<file path="config.mk">
export PLATFORM = sky130hd
export DESIGN_NAME = dmd_scan_driver
export DESIGN_NICKNAME = d
export VERILOG_FILES = /design/src/rtl/dmd_scan_driver.sv
export SDC_FILE = /design/constraint.sdc
export NUM_CORES = 1
export LEC_CHECK = 0
export ABC_CLOCK_PERIOD_IN_PS = 20700
export CORE_ASPECT_RATIO = 1.4
export CORE_UTILIZATION = 51
export DETAILED_ROUTE_END_ITERATION = 10
export PLACE_DENSITY = 0.66
export SYNTH_ARGS = -nofsm -noshare
export SYNTH_HDL_FRONTEND = slang
export SYNTH_SLANG_ARGS = --single-unit
</file>
<file path="constraint.sdc">
create_clock -name CLK -period 20.7 [get_ports CLK]
set_clock_uncertainty 0.1 [all_clocks]
set_input_delay 4.14 -clock CLK [delete_from_list [all_inputs] [get_ports CLK]]
set_output_delay 4.14 -clock CLK [all_outputs]
set_load 0.02 [all_outputs]
</file>
<file path="src/rtl/dmd_scan_driver.sv">
// rtl/dmd_scan_driver.sv - dot-matrix scan driver: column frame buffer, 16-position window scan, optional scroll
module dmd_scan_driver #(
  parameter int COLUMNS       = 32,
  parameter int DWELL         = 8,
  parameter int SCROLL_FRAMES = 4
) (
  input  logic                       CLK,
  input  logic                       RESET,
  input  logic                       wr_en,
  input  logic [$clog2(COLUMNS)-1:0] wr_addr,
  input  logic [15:0]                wr_data,
  input  logic                       enable,
  input  logic                       scroll_en,
  output logic [3:0]                 column_seg,
  output logic [15:0]                out_column,
  output logic                       COLUMN_CLK,
  output logic                       OUT_CLR,
  output logic [$clog2(COLUMNS)-1:0] base,
  output logic                       frame_done
);

  localparam int AW  = $clog2(COLUMNS);
  localparam int DCW = (DWELL > 1) ? $clog2(DWELL) : 1;
  localparam int FCW = $clog2(SCROLL_FRAMES + 1);

  typedef enum logic [1:0] {S_BLANK, S_LATCH, S_STROBE, S_DWELL} state_t;

  state_t           state, state_nxt;
  logic [15:0]      mem [COLUMNS];
  logic [DCW-1:0]   dwell_cnt;
  logic [FCW-1:0]   frame_cnt;
  logic [AW-1:0]    rd_addr;
  logic             last_dwell;
  logic             frame_end;

  assign rd_addr    = base + AW'(column_seg);
  assign last_dwell = (state == S_DWELL) && (dwell_cnt == DCW'(DWELL - 1));
  assign frame_end  = last_dwell && (column_seg == 4'hF);

  always_ff @(posedge CLK or posedge RESET) begin
    if (RESET) state <= S_BLANK;
    else       state <= state_nxt;
  end

  always_comb begin
    state_nxt = state;
    case (state)
      S_BLANK:  if (enable) state_nxt = S_LATCH;
      S_LATCH:  state_nxt = S_STROBE;
      S_STROBE: state_nxt = S_DWELL;
      S_DWELL:  if (last_dwell) state_nxt = S_BLANK;
      default:  state_nxt = S_BLANK;
    endcase
  end

  always_comb begin
    OUT_CLR    = (state != S_DWELL);
    COLUMN_CLK = (state == S_STROBE);
  end

  // Reads happen at the same edge as writes, so a colliding write is seen only next frame.
  always_ff @(posedge CLK or posedge RESET) begin
    if (RESET) begin
      for (int i = 0; i < COLUMNS; i++) mem[i] <= '0;
    end else if (wr_en) begin
      mem[wr_addr] <= wr_data;
    end
  end

  always_ff @(posedge CLK or posedge RESET) begin
    if (RESET) begin
      dwell_cnt  <= '0;
      column_seg <= '0;
      out_column <= '0;
      frame_done <= 1'b0;
    end else begin
      frame_done <= frame_end;
      if (state == S_DWELL) dwell_cnt <= last_dwell ? '0 : dwell_cnt + DCW'(1);
      else                  dwell_cnt <= '0;
      if (state == S_LATCH) out_column <= mem[rd_addr];
      if (last_dwell)       column_seg <= column_seg + 4'd1;
    end
  end

  // Window base moves only on a frame boundary; disabling scroll discards partial frame counts.
  always_ff @(posedge CLK or posedge RESET) begin
    if (RESET) begin
      frame_cnt <= '0;
      base      <= '0;
    end else if (!scroll_en) begin
      frame_cnt <= '0;
    end else if (frame_end) begin
      if (frame_cnt == FCW'(SCROLL_FRAMES - 1)) begin
        frame_cnt <= '0;
        base      <= base + AW'(1);
      end else begin
        frame_cnt <= frame_cnt + FCW'(1);
      end
    end
  end

endmodule

</file>
==> impl_metrics.tcl, run 1 <==
set metrics [dict create \
    viasPerCell 5.97 \
    hp-class "flip-flop to flip-flop" \
    netlist_area_um2 25000 \
    overflow 0 \
    post-cts-setup-buffers 0 \
    drive_gt1_share_pct 44.3 \
    drc_errors 0 \
    cts-root-buf "clkbuf_16" \
    criticalPathCategory "input port to asynchronous set/reset pin" \
    timing.final.hold_violations 0 \
    synth_nets 1741 \
    finalCritPeriodShare_pct 36.8 \
    wl_per_cell_um 24.3 \
    fillers 3819 \
    cts_made_buffers 52 \
    grtUsageTotal_pct 24.3 \
    finalWirelength_um 57500 \
    path_delay_family "buffers and inverters" \
    antenna_found_initial 0 \
    synth_ff_type "dfrtp_1" \
    grt_max_degree 170 \
    drtIter0Drc 849 \
    htree_levels 2 \
    syn_avg_cell_area_um2 14.7 \
    regToRegSetupSlack_ps 16220 \
    cts.path.max_buffers 3 \
    area.growth.synth_to_final_pct 10.6 \
    grt_pass1_wl_um 92400 \
    cp_max_fo 169 \
    cpMaxStageDelayCell "buf_4" \
    start_util_pct 51.9 \
    setup_violations 0 \
    ys_ff_latch 546 \
    min_from "dwell_cnt[0]" \
    leakage_nw 12.1 \
    cp.required_ps 21110 \
    cts_resized 0 \
    crit_chain "clkdlybuf4s50_1 > inv_8 > buf_12 > buf_4 > buf_4" \
    die-area_um2 49900 \
    cts_hold_buffers 0 \
    cts_tree "yes" \
    ys_seq_area_share_pct 54.7 \
    cts_sinks 546 \
    dp_hpwl_um 33400 \
    crit_path_start_kind "input port" \
    r2r-end "out_column[8]" \
    power_density_nw_per_um2 101 \
    power_mw 2.80 \
    crit_buf_inv 5 \
    io_pins 54 \
    first_pass_iters 4 \
    r2r_cells 9 \
    drv_cap 0 \
    async_reset_ff_share_pct 100 \
    min_path_cells 1 \
    core-area_um2 48100 \
    cp_common_cell "buf_4" \
    die-height_um 264 \
    grt_pass1_vias 15484 \
    setup_tns_ps 0 \
    final_antenna_net_count 0 \
    crit_path_end_kind "asynchronous set/reset pin" \
    num_rows 95 \
    vias 14107 \
    worst_pin_slew_ps 1210 \
    port_buffers 53 \
    die_w_um 189 \
    gp_congestion 0.736 \
    insertion_delay_ps 570 \
    worstReg2RegStart "column_seg[0]" \
    post_synth_num_cell_types 41 \
    critPathMaxStageDelay_ps 970 \
    whs_endpoint "dwell_cnt[0]" \
    fin_ws_ps 13080 \
    diodes 0 \
    cp.arrival_ps 8030 \
    final_util_pct 57.4 \
    postSynthCellCount 1701 \
    ys_warn_count 0 \
    fmax_ghz 0.131 \
    synth-edff-count 0 \
    rsz0062_at_grt "false" \
    clkTransAtPathRegs_ps 60 \
    fin_nets 1733 \
    status "finished clean" \
    place_ws_ps 12200 \
    fin_crit_ps 7620 \
    ir_drop_uv 63.3 \
    drv_slew 0 \
    maxSlewHeadroom_pct 19.2 \
]
[Yosys cell counts (10+ instances only)]
cell type / count / area (um^2)
ha_1: 13 / 163
buf_4: 15 / 113
nand2_1: 184 / 691
mux4_2: 128 / 2880
buf_2: 48 / 240
clkbuf_1: 74 / 278
nor2_2: 10 / 62.6
dfrtp_1: 546 / 13700
nor2_1: 20 / 75.1
o211ai_1: 32 / 240
a31oi_1: 16 / 100
mux2_2: 504 / 5680
nand3_1: 34 / 170
[cells in the final DEF (no fill, tap or decap), types with 2 or more instances in the layout]
cell type        count
dfrtp_1            546
mux2_2             504
nand2_1            184
mux4_2             128
clkbuf_16           53
clkdlybuf4s50_1     53
nand3_1             34
o211ai_1            32
buf_4               24
clkbuf_8            21
nor2_1              20
a31oi_1             16
clkbuf_1            13
ha_1                12
nor2_2              10
mux2_1               8
inv_1                7
clkinv_2             6
nand3b_1             5
xnor2_1              5
nor2_4               4
nor3b_2              4
nand4_1              4
a21oi_1              4
and2_1               3
nor3_1               3
nor2b_1              3
o21ai_0              3
and3_1               2
xnor2_4              2
xor2_1               2
buf_12               2
[power breakdown]
group | switching (mW) | internal, mW | total [mW]
registers | 0.107 | 1.28 | 1.39
logic | 0.183 | 0.269 | 0.451
clock network | 0.401 | 0.556 | 0.957
[flip-flops by register name (all words and copies together), names as in the netlist]
name,cells
out_column,16
frame_cnt,3
frame_done,1
column_seg,4
dwell_cnt,3
state,2
mem,512
base,5
[worst register-to-register path, cell delays in order (launching register included)]
cell and delay (ps):
dfrtp_1 480, ha_4 180, inv_1 40, fa_4 1270
buf_4 910, mux4_2 640, nand2_1 90, nand2_1 60
o211ai_1 430, a31oi_1 150
[metrics by stage]
| stage | hold WS, ps | instances | instance area (um^2) |
|---|---|---|---|
| floorplan | 308 | 1701 | 25000 |
| global placement | 322 | 2269 | 25900 |
| detailed placement | 342 | 2269 | 25900 |
| CTS | 349 | 2363 | 27700 |
| global route | 394 | 2363 | 27700 |
| finish | 348 | 2363 | 27700 |
[worst max-delay path by stage]
| stage | from | to | slack [ps] | cells after the start |
|---|---|---|---|---|
| 4_1_cts | RESET | out_column[2] | 12820 | 5 |
| 6_report | RESET | mem[33] | 13080 | 5 |
| 3_5_place_dp | RESET | out_column[2] | 12200 | 5 |
| 2_1_floorplan | RESET | base[0] | 1200 | 1 |
| 3_3_place_gp | RESET | mem[116] | 12320 | 5 |
| 5_1_grt | RESET | mem[196] | 12350 | 5 |
[area by class of cell]
cell class,instances,area (um^2),share of cell area [%]
sequential,546,13700,49.4
multi-input combinational,1005,10700,38.6
clock buffer,87,1660,6.02
tap,630,788,2.85
timing repair buffer,79,751,2.71
clock inverter,7,60.1,0.217
inverter,9,41.3,0.149
[metal layers]
layer  global-route usage (%)  share of wire, %  vias to the layer above
met4                     6.69               2.4                        0
met5                        0                 0                        -
met2                     42.2                52                      228
li1                         -                 -                     6153
met3                     3.07               3.6                       97
met1                     32.0                42                     7629
[cells by family (layout without fill, tap and decap cells)]
| family | Yosys count | count (layout) | synth area share (%) |
|---|---|---|---|
| buffers and inverters | 150 | 182 | 2.81 |
| multiplexers | 640 | 640 | 34.6 |
| flip-flops | 546 | 546 | 54.7 |
| AO/OA/AOI/OAI | 59 | 59 | 1.62 |
| adder cells (fa/ha/maj) | 14 | 14 | 0.731 |
| AND/OR/NAND/NOR | 280 | 280 | 5.02 |
| XOR/XNOR | 12 | 12 | 0.571 |
Power figures use the tool's default switching activity.
==> inputs of run 2 (changes only) <==
Settings changed: ABC_CLOCK_PERIOD_IN_PS 20700 to 6200.
Clock period 20.7 ns to 6.2 ns, I/O delays scaled along.
==> run 2 against run 1 <==
Net effect: sequential power rose to 3.3 times the previous value; sequential share of layout area down 0.31 points; combinational power increased to 3.4 times the previous value; cell area rose by 0.63%; via count is 0.96% higher; hold slack worse by 9.6 ps; global-route usage grew 0.56 points; utilization up 0.36 points; routed wire length increased by 2.3%; register-to-register slack lost 14000 ps; die area did not move; critical path type is now flip-flop to flip-flop; critical endpoint is now out_column[7]; highest routed layer unchanged.
==> impl_metrics.tcl, run 2 (synthesized netlist as in run 1, its figures left out) <==
set metrics [dict create \
    status "finished clean" \
    cp.arrival_ps 4270 \
    drc_errors 0 \
    r2r-end "out_column[7]" \
    seqPwrFrac_pct 48.9 \
    worstReg2RegStart "column_seg[0]" \
    io_pins 54 \
    ir_drop_uv 290 \
    largest_reg_flops 512 \
    start_util_pct 51.9 \
    overflow 0 \
    num_rows 95 \
    fin_ws_ps 2290 \
    cp.depth 9 \
    finalCritPeriodShare_pct 63.1 \
    crit_path_end_kind "flip-flop" \
    fillers 3802 \
    fin_crit_ps 3910 \
    drv_cap 0 \
    cts_hold_buffers 0 \
    place_ws_ps 2230 \
    cpMaxStageDelayCell "fa_4" \
    maxSlewHeadroom_pct 15.2 \
    gp_congestion 0.773 \
    setup_violations 0 \
    grtUsageTotal_pct 24.8 \
    drive_gt1_share_pct 44.4 \
    cts_resized 0 \
    final_common_cell "dfrtp_1" \
    viasPerCell 6.00 \
    area.growth.synth_to_final_pct 11.3 \
    drv_slew 0 \
    worst_pin_slew_ps 1270 \
    die-height_um 264 \
    grt_max_degree 162 \
    criticalPathCategory "flip-flop to flip-flop" \
    cp_max_fo 41 \
    cts_made_buffers 54 \
    critPathMaxStageDelay_ps 1330 \
    top_regs "mem x512, out_column x16, base x5" \
    power_density_nw_per_um2 342 \
    timing.final.hold_violations 0 \
    grt_pass1_vias 15567 \
    rsz0062_at_grt "false" \
    final_cell_mix "546 x dfrtp_1, 504 x mux2_2, 184 x nand2_1" \
    finalWirelength_um 58800 \
    cts-root-buf "clkbuf_16" \
    diodes 0 \
    wl_per_cell_um 24.7 \
    first_pass_iters 7 \
    ff_latch_area_um2 13700 \
    power.internal_mw 7.13 \
    vias 14242 \
    endpoint "out_column[7]" \
    path_delay_family "adder cells" \
    core-area_um2 48100 \
    cts_tree "yes" \
    grt_pass1_wl_um 94400 \
    fmax_ghz 0.256 \
    die-area_um2 49900 \
    fin_nets 1740 \
    r2r_cells 9 \
    switchingPower_mw 2.38 \
    cp.required_ps 6560 \
    p_comb_share_pct 16.0 \
    cts.path.max_buffers 3 \
    largest_register "mem" \
    hp-class "flip-flop to flip-flop" \
    pwr-share-clk_pct 35.1 \
    multi_input_area_um2 10700 \
    crit_buf_inv 2 \
    leakage_nw 12.2 \
    insertion_delay_ps 600 \
    port_buffers 53 \
    cts_sinks 546 \
    crit_chain "ha_4 > inv_1 > fa_4 > buf_12 > mux4_2 > nand2_1 > nand2_1 > o211ai_1 > a31oi_1" \
    crit_path_start_kind "flip-flop" \
    die_w_um 189 \
    drtIter0Drc 927 \
    regToRegSetupSlack_ps 2290 \
    cp_common_cell "nand2_1" \
    p_sw_share_pct 25.0 \
    final_antenna_net_count 0 \
    cp-startpoint "column_seg[0]" \
    antenna_found_initial 0 \
    post-cts-setup-buffers 0 \
    clkTransAtPathRegs_ps 60 \
    htree_levels 2 \
    final_util_pct 57.8 \
    dp_hpwl_um 34900 \
]
[run 2: metal layers]
layer | part of all wire (%) | GRT usage (%) | routed length [um] | vias to the layer above
met2 | 51 | 42.0 | 29900 | 263
met1 | 43 | 33.6 | 25200 | 7707
met3 | 3.3 | 2.66 | 1920 | 98
met4 | 2.9 | 8.22 | 1700 | 0
met5 | 0 | 0 | 0 | -
li1 | - | - | - | 6174
[run 2: layout make-up]
class                   count  share of cell area, %
flip-flops and latches    546                   49.1
inverters                   9                  0.135
repair buffers             84                   3.01
well taps                 630                   2.83
multi-input cells        1005                   38.4
clock buffers              91                   6.12
clock inverters            10                  0.396
[run 2: through the flow]
stage                     cell area, um^2  TNS [ps]  hold slack (ps)  std cells  power, mW
after CTS                           27800         0              347       2375       9.59
final                               27800         0              338       2375       9.51
after floorplan                     25000  -1402070              308       1701       5.77
after detailed placement            26000         0              337       2274       6.25
after global placement              26000         0              321       2274       6.15
after global routing                27800         0              371       2375       9.94
[run 2: power groups by stage]
stage / sequential (mW) / combinational [mW] / clock [mW]
detailed placement: 4.71 / 1.54 / 0
floorplan: 4.65 / 1.12 / 0
global placement: 4.67 / 1.48 / 0
finish: 4.65 / 1.52 / 3.33
global route: 4.74 / 1.67 / 3.54
CTS: 4.65 / 1.54 / 3.40
[run 2: worst min path at each step]
stage,from,end,slack [ps],cells past startpoint
after global placement,dwell_cnt[0],dwell_cnt[0],320,1
after global routing,dwell_cnt[0],dwell_cnt[0],370,1
after CTS,dwell_cnt[0],dwell_cnt[0],350,1
final,dwell_cnt[0],dwell_cnt[0],340,1
after detailed placement,dwell_cnt[0],dwell_cnt[0],340,1
after floorplan,dwell_cnt[0],dwell_cnt[0],310,1
